### src/rtl/multiply_pkg.sv
// Shared types and helpers for the multiply sharing logic.
package multiply_pkg;

  localparam int unsigned DEFAULT_ARGW = 16;
  localparam int unsigned DEFAULT_ARGN = 2;
  localparam int unsigned DEFAULT_RESW = 32;

  typedef logic [DEFAULT_ARGN*DEFAULT_ARGW-1:0] arg_t;
  typedef logic [DEFAULT_RESW-1:0]              res_t;

  // Bits needed to name one of n requesters, never less than one.
  function automatic int unsigned tag_width(input int unsigned n);
    int unsigned w;
    w = $clog2(n);
    return (w < 1) ? 1 : w;
  endfunction

endpackage

### src/rtl/multiply_tags.sv
// In-order FIFO of requester tags for transactions in flight inside multiply.
module multiply_tags
  import multiply_pkg::*;
#(
  parameter int unsigned W     = 2,
  parameter int unsigned DEPTH = 4,
  localparam int unsigned CW   = $clog2(DEPTH + 1)
) (
  input  logic          clk,
  input  logic          rst,
  input  logic          push,
  input  logic [W-1:0]  push_tag,
  input  logic          pop,
  output logic [W-1:0]  head,
  output logic          empty,
  output logic          full,
  output logic [CW-1:0] count
);

  localparam int unsigned PW = $clog2(DEPTH);

  logic [PW-1:0] wr_q, wr_d, rd_q, rd_d;
  logic [CW-1:0] count_q, count_d;
  logic [W-1:0]  mem_q [DEPTH];
  logic          do_push, do_pop;

  assign empty = (count_q == '0);
  assign full  = (count_q == CW'(DEPTH));
  assign head  = mem_q[rd_q];
  assign count = count_q;

  // Pointers wrap naturally because DEPTH is a power of two.
  always_comb begin
    do_push = push && !full;
    do_pop  = pop && !empty;
    wr_d    = wr_q;
    rd_d    = rd_q;
    count_d = count_q;
    if (do_push) wr_d = wr_q + PW'(1);
    if (do_pop)  rd_d = rd_q + PW'(1);
    if (do_push && !do_pop)      count_d = count_q + CW'(1);
    else if (do_pop && !do_push) count_d = count_q - CW'(1);
  end

  always_ff @(posedge clk) begin
    if (rst) begin
      wr_q    <= '0;
      rd_q    <= '0;
      count_q <= '0;
    end else begin
      wr_q    <= wr_d;
      rd_q    <= rd_d;
      count_q <= count_d;
    end
  end

  always_ff @(posedge clk) begin
    if (do_push) mem_q[wr_q] <= push_tag;
  end

endmodule

### src/rtl/multiply_arbiter.sv
// Round-robin sharing of one in-order multiply unit among N requesters,
// with results steered back by an in-order tag FIFO.
module multiply_arbiter
  import multiply_pkg::*;
#(
  parameter int unsigned N     = 4,
  parameter int unsigned ARGW  = DEFAULT_ARGW,
  parameter int unsigned ARGN  = DEFAULT_ARGN,
  parameter int unsigned RESW  = DEFAULT_RESW,
  parameter int unsigned DEPTH = 4
) (
  input  logic                         clk,
  input  logic                         rst,
  input  logic [N-1:0]                 req_valid,
  input  logic [N*ARGN*ARGW-1:0]       req_data,
  output logic [N-1:0]                 req_ready,
  output logic [N-1:0]                 rsp_valid,
  output logic [RESW-1:0]              rsp_data,
  input  logic [N-1:0]                 rsp_ready,
  output logic                         arg_valid,
  output logic [ARGN*ARGW-1:0]         arg_data,
  input  logic                         arg_ready,
  input  logic                         res_valid,
  input  logic [RESW-1:0]              res_data,
  output logic                         res_ready,
  output logic [$clog2(DEPTH+1)-1:0]   pending
);

  localparam int unsigned AW = ARGN * ARGW;
  localparam int unsigned TW = tag_width(N);
  localparam int unsigned CW = $clog2(DEPTH + 1);

  logic [TW-1:0] ptr_q, ptr_d;
  logic [TW-1:0] lock_idx_q, lock_idx_d;
  logic          lock_q, lock_d;
  logic [TW-1:0] pick, winner, head;
  logic          rr_found;
  int unsigned   rr_idx;
  logic          any_req, empty, full, push, pop;
  logic [CW-1:0] count;

  // First valid requester at or above ptr, wrapping modulo N.
  always_comb begin
    pick     = ptr_q;
    rr_found = 1'b0;
    rr_idx   = 0;
    for (int unsigned i = 0; i < N; i++) begin
      rr_idx = 32'(ptr_q) + i;
      if (rr_idx >= N) rr_idx = rr_idx - N;
      if (!rr_found && req_valid[TW'(rr_idx)]) begin
        pick     = TW'(rr_idx);
        rr_found = 1'b1;
      end
    end
  end

  assign any_req   = |req_valid;
  assign winner    = lock_q ? lock_idx_q : pick;
  assign arg_valid = !rst && any_req && !full;
  assign arg_data  = req_data[32'(winner)*AW +: AW];
  assign push      = arg_valid && arg_ready;

  always_comb begin
    req_ready = '0;
    if (arg_valid && arg_ready) req_ready[winner] = 1'b1;
  end

  // A stalled offer freezes the grant until it is taken.
  always_comb begin
    ptr_d      = ptr_q;
    lock_d     = lock_q;
    lock_idx_d = lock_idx_q;
    if (push) begin
      ptr_d  = (winner == TW'(N - 1)) ? '0 : winner + TW'(1);
      lock_d = 1'b0;
    end else if (arg_valid) begin
      lock_d     = 1'b1;
      lock_idx_d = winner;
    end
  end

  always_ff @(posedge clk) begin
    if (rst) begin
      ptr_q      <= '0;
      lock_q     <= 1'b0;
      lock_idx_q <= '0;
    end else begin
      ptr_q      <= ptr_d;
      lock_q     <= lock_d;
      lock_idx_q <= lock_idx_d;
    end
  end

  multiply_tags #(
    .W     (TW),
    .DEPTH (DEPTH)
  ) u_tags (
    .clk      (clk),
    .rst      (rst),
    .push     (push),
    .push_tag (winner),
    .pop      (pop),
    .head     (head),
    .empty    (empty),
    .full     (full),
    .count    (count)
  );

  assign rsp_data  = res_data;
  assign res_ready = !rst && !empty && rsp_ready[head];
  assign pop       = res_valid && res_ready;
  assign pending   = count;

  always_comb begin
    rsp_valid = '0;
    if (!rst && res_valid && !empty) rsp_valid[head] = 1'b1;
  end

  a_lock_held : assert property (@(posedge clk) disable iff (rst)
    lock_q |-> (req_valid[lock_idx_q] && arg_data == $past(arg_data)));

  a_no_orphan_result : assert property (@(posedge clk) disable iff (rst)
    !(res_valid && empty));

endmodule

### config.mk
export PLATFORM = sky130hd
export DESIGN_NAME = multiply_arbiter
export DESIGN_NICKNAME = d
export VERILOG_FILES = /design/src/rtl/multiply_pkg.sv /design/src/rtl/multiply_tags.sv /design/src/rtl/multiply_arbiter.sv
export SDC_FILE = /design/constraint.sdc
export NUM_CORES = 1
export LEC_CHECK = 0
export CORE_ASPECT_RATIO = 0.6
export CORE_MARGIN = 8
export CORE_UTILIZATION = 31
export CTS_BUF_LIST = sky130_fd_sc_hd__clkbuf_8
export DETAILED_ROUTE_END_ITERATION = 16
export HOLD_SLACK_MARGIN = 0.05
export PLACE_DENSITY = 0.95
export SKIP_LAST_GASP = 1
export SYNTH_ARGS = -nofsm -noshare
export SYNTH_HDL_FRONTEND = slang
export SYNTH_SLANG_ARGS = --single-unit
export TNS_END_PERCENT = 10
### constraint.sdc
create_clock -name clk -period 5.42 [get_ports clk]
set_clock_uncertainty 0.2 [all_clocks]
set_input_delay 0.813 -clock clk [delete_from_list [all_inputs] [get_ports clk]]
set_output_delay 0.813 -clock clk [all_outputs]
set_load 0.05 [all_outputs]
# Word-level counts from Yosys, hierarchy flattened
# Memory sizes are Yosys's and may differ from the RTL's. A register that Yosys moved wholly into a read port is not among the register bits.
# Index checks and enable logic that the tools add are counted.
# word_totals
ramBits	8
register_bits	12
in_bits	172
memories	1
output_inout_bits	77
# op_classes
n_addsub	12
n_reduce_logical	30
order_cmp	12
bitwise_logic	1
n_eq_ne	2
shifts	1
n_mux	35
# mem_list
memory	words	word_bits	read_ports	rd_clocked_by_memory_dff	write_ports	line	source
u_tags.mem_q	4	2	1	1	1	multiply_tags.sv:24	logic [W-1:0] mem_q [DEPTH];
# op_table
cell	count
128-bit by 8-bit indexed part select with 32-bit output	1
2-bit 2-to-1 mux	12
2-bit by 3-bit < comparator with 1-bit output, second input constant	6
1-bit logical AND	17
1-bit 2-to-1 mux	12
1-bit binary-select mux with 2-bit select	5
3-bit greater-or-equal comparator, second input constant	3
1-bit zero test	8
4-bit 2-to-1 mux	2
2-bit by 1-bit subtractor with 2-bit output, second input constant	4
2-bit by 1-bit adder with 2-bit output, second input constant	3
2-bit by 2-bit adder with 3-bit output, second input constant	2
3-bit 2-to-1 mux	2
1-bit demux with 2-bit select	2
2-bit by 1-bit greater-or-equal comparator with 1-bit output, second input constant	2
4-bit OR reduction	1
2-bit by 1-bit adder with 3-bit output, second input constant	1
3-bit by 1-bit adder with 3-bit output, second input constant	1
3-bit == test, second input constant	1
2-bit by 3-bit greater-or-equal comparator with 1-bit output, second input constant	1
3-bit zero test	1
3-bit by 1-bit subtractor with 3-bit output, second input constant	1
2-bit == test, second input constant	1
2-bit AND reduction	1
other kinds (3)	3

# Logic depth before layout (Yosys ltp)
# Gate-level depths: netlist (run 1).
# depth
word_depth	20
mapped_depth	11
ltp_nobuf	10

# Modules after synthesis
# Synthesis (run 1) repeated with hierarchy kept, for this count alone.
# unflattened
cells_unflattened	263
area_unflattened_um2	2537.4
# by_module_without_submodules
mod	n_inst	cells_each	seq_area_each_um2	area_each_um2
multiply_arbiter	1	205	100.1	1775.5
multiply_tags	1	58	420.4	762.0

# Least setup slack after synthesis (run 1)
# No wires, ideal clock.
# synth_timing
kind	input-to-output
from	in req_valid[0]
to	out req_ready[0]
arrival_ns	2.659
path_stages	9
slack_ns	1.748
path_cell_list	buf_2 -> mux2_1 -> o22a_1 -> o221ai_1 -> o21ai_2 -> buf_2 -> inv_2 -> ha_1 -> and3_1
# synth_via
elab_chain_cells	18
elab_cells_between_ends	32
# synth_rtl
item	line	source
start: declaration	multiply_arbiter.sv:14	input logic [N-1:0] req_valid,
1-bit binary-select mux with 2-bit select	multiply_arbiter.sv:50	if (!rr_found && req_valid[TW'(rr_idx)]) begin
1-bit 2-to-1 mux (implied by the code)	multiply_arbiter.sv:50	
1-bit 2-to-1 mux	multiply_arbiter.sv:50	
1-bit zero test	multiply_arbiter.sv:50	
1-bit logical AND	multiply_arbiter.sv:50	
1-bit 2-to-1 mux	multiply_arbiter.sv:50	
1-bit zero test	multiply_arbiter.sv:50	
1-bit logical AND	multiply_arbiter.sv:50	
[... 3 more ...]	-	
2-bit 2-to-1 mux (*)	multiply_arbiter.sv:50	
2-bit 2-to-1 mux (*)	multiply_arbiter.sv:58	assign winner = lock_q ? lock_idx_q : pick;
net u_tags.push_tag[1]	multiply_tags.sv:12	input logic [W-1:0] push_tag,
2-bit by 3-bit < comparator with 1-bit output (implied by the code) / 2-bit by 1-bit greater-or-equal comparator with 1-bit output (equally long branches)	multiply_arbiter.sv:65	if (arg_valid && arg_ready) req_ready[winner] = 1'b1;
1-bit logical AND (implied by the code)	multiply_arbiter.sv:65	
1-bit 2-to-1 mux (implied by the code)	multiply_arbiter.sv:65	
1-bit demux with 2-bit select (*)	multiply_arbiter.sv:65	
4-bit 2-to-1 mux (*)	multiply_arbiter.sv:65	
end: declaration	multiply_arbiter.sv:16	output logic [N-1:0] req_ready,
# Mark *: on every way through the listed nets, which the timed path passes. The rest lies on a longest branch. The select of a mux whose other input is x is not followed.

# Worst setup path in the final report (run 1)
# layout_timing
from	in req_valid[0]
to	out req_ready[1]
# layout_via
elab_chain_cells	18
elab_cells_between_ends	32
# layout_rtl
item	line
1-bit binary-select mux with 2-bit select	multiply_arbiter.sv:50
1-bit 2-to-1 mux (implied by the code)	multiply_arbiter.sv:50
1-bit 2-to-1 mux	multiply_arbiter.sv:50
1-bit zero test	multiply_arbiter.sv:50
1-bit logical AND	multiply_arbiter.sv:50
1-bit 2-to-1 mux	multiply_arbiter.sv:50
1-bit zero test	multiply_arbiter.sv:50
1-bit logical AND	multiply_arbiter.sv:50
[... 2 more ...]	-
1-bit logical AND	multiply_arbiter.sv:50
2-bit 2-to-1 mux	multiply_arbiter.sv:50
2-bit 2-to-1 mux	multiply_arbiter.sv:58
2-bit by 3-bit < comparator with 1-bit output (implied by the code) / 2-bit by 1-bit greater-or-equal comparator with 1-bit output (equally long branches)	multiply_arbiter.sv:65
1-bit logical AND (implied by the code)	multiply_arbiter.sv:65
1-bit 2-to-1 mux (implied by the code)	multiply_arbiter.sv:65
1-bit demux with 2-bit select	multiply_arbiter.sv:65
4-bit 2-to-1 mux (*)	multiply_arbiter.sv:65
# Every way passes the cells marked *; elsewhere a longest branch is shown, timed or not. The select of a mux whose other input is x is not followed.

==> results of run 1 <==
## power by group through the flow
stage / combinational (uW) / clock (uW) / sequential [uW]
2_1_floorplan: 489 / 0 / 219
3_3_place_gp: 684 / 0 / 206
3_5_place_dp: 698 / 0 / 207
4_1_cts: 700 / 154 / 203
5_1_grt: 730 / 162 / 206
6_report: 692 / 150 / 203
## layout by cell type, fill, tap and decap left out, drive strengths merged
cell type,Yosys,layout
nand2b,5,5
nor3,3,3
o41a,1,1
mux4,34,34
mux2i,5,5
nor4bb,2,2
fa,1,1
bufinv,0,1
o221ai,1,1
inv,11,11
and3,8,8
a21oi,8,8
a21boi,1,1
nor3b,1,1
edfxtp,8,8
nand2,11,11
a221oi,1,1
or4b,1,1
o22a,1,1
mux2,1,1
nor2,15,15
o21ai,3,3
or4bb,1,1
or3,2,2
or2,1,1
buf,40,22
clkbuf,2,3
xor2,2,2
clkdlybuf4s50,0,166
xnor2,2,2
dfxtp,14,14
a211oi,1,1
o211a,1,1
ha,9,9
o22ai,1,1
## worst max-delay path by stage
stage                 startpoint            to  slack (ns)  cells after the start
floorplan           req_valid[0]  req_ready[0]        1.75                      9
global placement    req_valid[0]  req_ready[0]        0.72                     10
detailed placement  req_valid[0]  req_ready[1]        0.64                     10
CTS                 req_valid[0]  req_ready[1]        0.63                     10
global route        req_valid[0]  req_ready[0]        0.49                     10
finish              req_valid[0]  req_ready[1]        0.63                     10
## state kept, by name, indices dropped and copies added, names as in the netlist, named ones only
signal	cells
u_tags.wr_q	2
u_tags.mem_q	8
u_tags.count	3
ptr_q	2
lock_q	1
u_tags.rd_q	2
lock_idx_q	2
## cell families (layout without fill, tap and decap cells)
logic type,count (synthesis),after routing,share of synthesized area
and+or+nand+nor,50,50,0.117
muxes,40,40,0.365
DFF,22,22,0.230
xor gates and xnor gates,4,4,0.0155
buffers and inverters,53,203,0.155
AOI/OAI and AO/OA,19,19,0.0591
adders and majority gates,10,10,0.0586
## area by class of cell
class	count	area (sq um)	area share
sequential	22	520	0.130
clock inverter	1	30.0	0.00750
timing repair buffer	188	1850	0.463
clock buffer	3	41.3	0.0103
multi-input combinational	123	1400	0.351
tap	91	114	0.0285
inverter	11	41.3	0.0103
## per-stage QoR
stage                     power, uW   util  hold WS [ns]  setup WS [ns]
after CTS                      1060  0.558         0.259          0.628
after global placement          889  0.548         0.239          0.724
final                          1050  0.558         0.256          0.625
after detailed placement        905  0.548         0.249          0.640
after global routing           1100  0.558         0.284          0.492
after floorplan                 708      -         0.227           1.75
## critical path, cell delays in order
cell             delay, ns
clkdlybuf4s50_1       0.67
mux2_1                0.36
o22a_1                0.20
o221ai_1              0.29
o21ai_4               0.10
buf_4                 0.20
inv_2                 0.07
ha_1                  0.13
and3_1                0.14
clkdlybuf4s50_1       0.80
## routing by layer
| metal | wire length (um) | track usage | vias to the layer above |
|---|---|---|---|
| met5 | 0 | 0 | - |
| met4 | 58 | 0.0322 | 0 |
| met3 | 995 | 0.0853 | 5 |
| met2 | 5090 | 0.304 | 102 |
| met1 | 3430 | 0.189 | 1050 |
| li1 | - | - | 1015 |
==> parameters.txt, run 1 <==
Parameter                              Value

Global routing
  Number of global-route vias before repair ... 2454
  Gr usage total ... 0.172
  Maximum number of pins on one net before global-route repair ... 36
  Antenna violations before repair ... 0
  GR Overflow Total ... 0
  Global-route wire length before repair ... 13.8 mm

CTS
  CTS Buf Count ... 3
  Clock transition at the registers of the reported paths ... 0.07 ns
  Hold-fix buffers, CTS ... 0
  Maximum level of the CTS H-tree ... 1
  CTS Root Buffer Type ... clkbuf_8
  Number of gates given a new drive strength after cts ... 0
  Clock Latency Late Sink ... 0.26 ns
  Maximum number of buffers from clock root to sink ... 2
  Post-CTS setup repair buffer count ... 0
  Sink Count ... 22
  TritonCTS clock tree ... yes

Setup path
  Crit path capture type ... output port
  Category of the critical setup timing path ... input pin to output port
  Register-to-register setup slack ... 2.35 ns
  Largest driver fanout on the critical path ... 13
  Number of cells on the worst reg-to-reg path ... 10
  Worst reg2reg path endpoint ... u_tags.count[2]
  Category of the worst setup path launch point ... input pin
  Worst Path Required ... 4.41 ns
  Crit path DAT ... 3.78 ns

Hold path
  Min-Delay Path Class ... register to register
  Cell depth of the worst hold path ... 1
  Start point of the worst min-delay path ... u_tags.rd_q[1]
  Endpoint of the worst hold-timing path ... u_tags.rd_q[1]

Status
  Run status ... finished clean

STA
  Fraction of the cycle the final worst path needs ... 0.885
  Final setup violation count ... 0
  Headroom to the max-slew limit ... 0.606
  Setup_tns ... 0 ns
  Max frequency ... 0.209 GHz
  Unrepaired setup endpoints after global routing ... no
  Slew @ Worst Pin ... 0.589 ns
  Min Tclk post-route ... 4.79 ns
  Final Slew Violations ... 0
  Count of final hold-check violations ... 0

Place
  Number of port buffers ... 184
  Placed instance area ... 0.00393 sq mm
  Weighted congestion reported at the end of routability-driven placement ... 0.750
  Placed cells ... 435
  Detail Placement HPWL ... 8.55 mm

Final layout
  Finished layout cell area ... 0.00400 sq mm
  Fraction of layout cells with a size suffix above 1 ... 0.193
  FILL cells ... 596
  Area added between synthesis and finish ... 76.7%
  Count of antenna diodes in the layout ... 0
  Count of nets after finishing ... 531
  Final Instance Count excl. Fillers ... 439

Power and ir drop
  Peak supply drop ... 104 uV
  Switching part of the total power ... 0.429
  Flop pwr share ... 0.194
  Leakage power of the design ... 0.00153 uW
  Combinational share of power ... 0.662
  Int Power ... 597 uW
  Switching power ... 448 uW
  Cell Pwr Density ... 261 mW/mm^2
  Clock power share ... 0.143

Logic synthesis
  Count leader, synth ... mux4_2
  Number of flops mapped to enable cells by yosys ... 8
  Average instance area after synthesis ... 11.4 sq um
  Fraction of the yosys area taken by sequential cells ... 0.230
  Share of the synthesized area in the top cell type ... 0.338
  Leading post-synthesis cells by cell area ... mux4_2 (34%), dfxtp_1 (12%), buf_4 (11%)
  Post-synthesis instance area ... 0.00226 sq mm
  Number of cells produced by synthesis ... 198
  Share of synthesized flip-flops with an asynchronous set or reset ... 0
  Top cell type by total area after synthesis ... mux4_2
  Number of distinct standard cells referenced by the synthesized netlist ... 37
  Net count after synthesis ... 380
  Most instantiated cells after synthesis ... mux4_2 (34), buf_4 (33), nor2_1 (15), dfxtp_1 (14), nand2_1 (11)
  Count of state elements after synthesis ... 22
  Most used flip-flop cell after synthesis ... dfxtp_1
  Count of yosys warnings during synthesis ... 0

Route
  Detailed-route wire length per cell ... 21.8 um
  Drt drc ... 0
  Antenna-violating nets left ... 0
  Routed Wire Length ... 9.57 mm
  Total via count in the routed design ... 2172
  First drt pass iteration count ... 4
  Count of routing violations after the opening detailed-route iteration ... 125
  Via count normalized by instance count ... 4.95

Floorplan
  Die boundary height ... 82.2 um
  Core Region ... 0.00718 sq mm
  Die extent in x ... 126 um
  Top-Level Pins ... 249
  Total Die Area ... 0.0104 sq mm
  Std cell rows ... 24
  Starting density of the core ... 0.316

Flow run
  Max_cap viols ... 0
No activity file was read; power rests on OpenSTA's default activity.
==> run 2, diff against run 1 <==
--- a/config.mk
+++ b/config.mk
@@ -10,6 +10,7 @@
 export CORE_UTILIZATION = 31
 export CTS_BUF_LIST = sky130_fd_sc_hd__clkbuf_8
 export DETAILED_ROUTE_END_ITERATION = 16
+export GPL_ROUTABILITY_DRIVEN = 1
 export HOLD_SLACK_MARGIN = 0.05
 export PLACE_DENSITY = 0.95
 export SKIP_LAST_GASP = 1
==> constraint.sdc (replaced) <==
create_clock -name clk -period 5.9 [get_ports clk]
set_clock_uncertainty 0.2 [all_clocks]
set_input_delay 0.885 -clock clk [delete_from_list [all_inputs] [get_ports clk]]
set_output_delay 0.885 -clock clk [all_outputs]
set_load 0.05 [all_outputs]
==> run 2 against run 1 <==
Utilization down 0.070 points. Clock power down 42%. Die area unchanged. Count of clock-buffer cells in the layout did not move. Largest cell class unchanged. Largest power group unchanged. Highest routed layer unchanged.
==> parameters.txt, run 2 (synthesis gave the netlist of run 1 again) <==
Parameter                              Value

Status
  Run status ... finished clean

STA
  Headroom to the max-slew limit ... 0.405
  Unrepaired setup endpoints after global routing ... no
  Setup_tns ... 0 ns
  Min Tclk post-route ... 5.26 ns
  Final setup violation count ... 0
  Slew @ Worst Pin ... 0.888 ns
  Final Slew Violations ... 0
  Fraction of the cycle the final worst path needs ... 0.892
  Count of final hold-check violations ... 0
  Max frequency ... 0.190 GHz

Power and ir drop
  Clock power share ... 0.095
  Combinational share of power ... 0.700
  Switching power ... 404 uW
  Flop pwr share ... 0.205
  Peak supply drop ... 112 uV
  Cell Pwr Density ... 228 mW/mm^2
  Switching part of the total power ... 0.443
  Int Power ... 508 uW
  Leakage power of the design ... 0.00149 uW

Floorplan
  Starting density of the core ... 0.316
  Top-Level Pins ... 249
  Die boundary height ... 82.2 um
  Total Die Area ... 0.0104 sq mm
  Std cell rows ... 24
  Die extent in x ... 126 um
  Core Region ... 0.00718 sq mm

CTS
  Sink Count ... 22
  CTS Root Buffer Type ... clkbuf_8
  CTS Buf Count ... 3
  Number of gates given a new drive strength after cts ... 0
  TritonCTS clock tree ... yes
  Clock Latency Late Sink ... 0.25 ns
  Post-CTS setup repair buffer count ... 0
  Hold-fix buffers, CTS ... 0
  Maximum level of the CTS H-tree ... 1
  Clock transition at the registers of the reported paths ... 0.07 ns
  Maximum number of buffers from clock root to sink ... 2

Setup path
  Sum of buffers and inverters on the critical path ... 3
  Crit path cell chain ... clkdlybuf4s50_1 -> mux2_1 -> o22a_1 -> o221ai_1 -> o21ai_4 -> buf_4 -> mux4_2 -> clkdlybuf4s50_1
  Category of the worst setup path launch point ... input pin
  Largest driver fanout on the critical path ... 27
  Critical Path Max Stage Delay ... 0.73 ns
  Crit path capture type ... output port
  Slowest library cell on the worst path ... o21ai_4
  Crit path DAT ... 4.18 ns
  Category of the critical setup timing path ... input pin to output port
  Worst Path Required ... 4.82 ns
  Most frequent CP cell ... clkdlybuf4s50_1
  Kind of cell adding the most delay to the critical path ... buffers and inverters

Route
  First drt pass iteration count ... 6
  Antenna-violating nets left ... 0
  Detailed-route wire length per cell ... 22.2 um
  Via count normalized by instance count ... 5.06
  Count of routing violations after the opening detailed-route iteration ... 127
  Total via count in the routed design ... 2210
  Routed Wire Length ... 9.69 mm
  Drt drc ... 0

Global routing
  Global-route wire length before repair ... 13.8 mm
  Maximum number of pins on one net before global-route repair ... 28
  Gr usage total ... 0.173
  Number of global-route vias before repair ... 2443
  Antenna violations before repair ... 0
  GR Overflow Total ... 0

Hold path
  Min-Delay Path Class ... register to register

Final layout
  Fraction of layout cells with a size suffix above 1 ... 0.136
  Area added between synthesis and finish ... 76.5%
  Most common cell after layout, fill and taps aside ... clkdlybuf4s50_1
  Count of nets after finishing ... 530
  Number of flip-flops under the largest register name ... 8
  Finished layout cell area ... 0.00400 sq mm
  Biggest register ... u_tags.mem_q
  Highest-count cells in the layout ignoring fill and taps ... clkdlybuf4s50_1 (184), mux4_2 (34), nor2_1 (15)
  Count of antenna diodes in the layout ... 0

Place
  Weighted congestion reported at the end of routability-driven placement ... 0.758
  Placed instance area ... 0.00396 sq mm
  Detail Placement HPWL ... 8.63 mm
  Number of port buffers ... 184

Flow run
  Max_cap viols ... 0
run 2: through the flow:
step	power, uW	instances	setup WS [ns]	utilization	hold WS [ns]
after floorplan	651	198	2.08	-	0.227
after global placement	823	434	0.711	0.551	0.247
after detailed placement	834	434	0.595	0.551	0.267
after CTS	923	437	0.583	0.557	0.277
after global routing	965	437	0.459	0.557	0.319
final	913	437	0.639	0.557	0.270
run 2: routing by layer:
layer | wire length, um | track usage | part of all wire
met1 | 3640 | 0.200 | 0.38
met2 | 4990 | 0.294 | 0.52
met3 | 988 | 0.0853 | 0.10
met4 | 74 | 0.0250 | 0.0076
met5 | 0 | 0 | 0
run 2: power by group through the flow:
stage	Sequential [uW]	Clock [uW]	Combinational, uW
floorplan	201	0	450
global placement	190	0	633
detailed placement	190	0	643
CTS	187	89.2	646
global route	189	99.5	676
finish	187	86.8	639
run 2: worst paths after layout:
path | start | end | slack [ns] | cells past startpoint
min | u_tags.rd_q[1] | register | 0.27 | 1
min reg2reg | u_tags.rd_q[1] | register | 0.27 | 1
max | req_valid[0] | arg_data[25] | 0.64 | 8
max reg2reg | register | u_tags.count[2] | 2.85 | 10
run 2: cell type report:
type,count,area [sq um]
clock buffer,3,41.3
fill,590,3180
inverter,11,41.3
multi-input combinational,123,1400
sequential,22,520
tap,91,114
timing repair buffer,187,1880
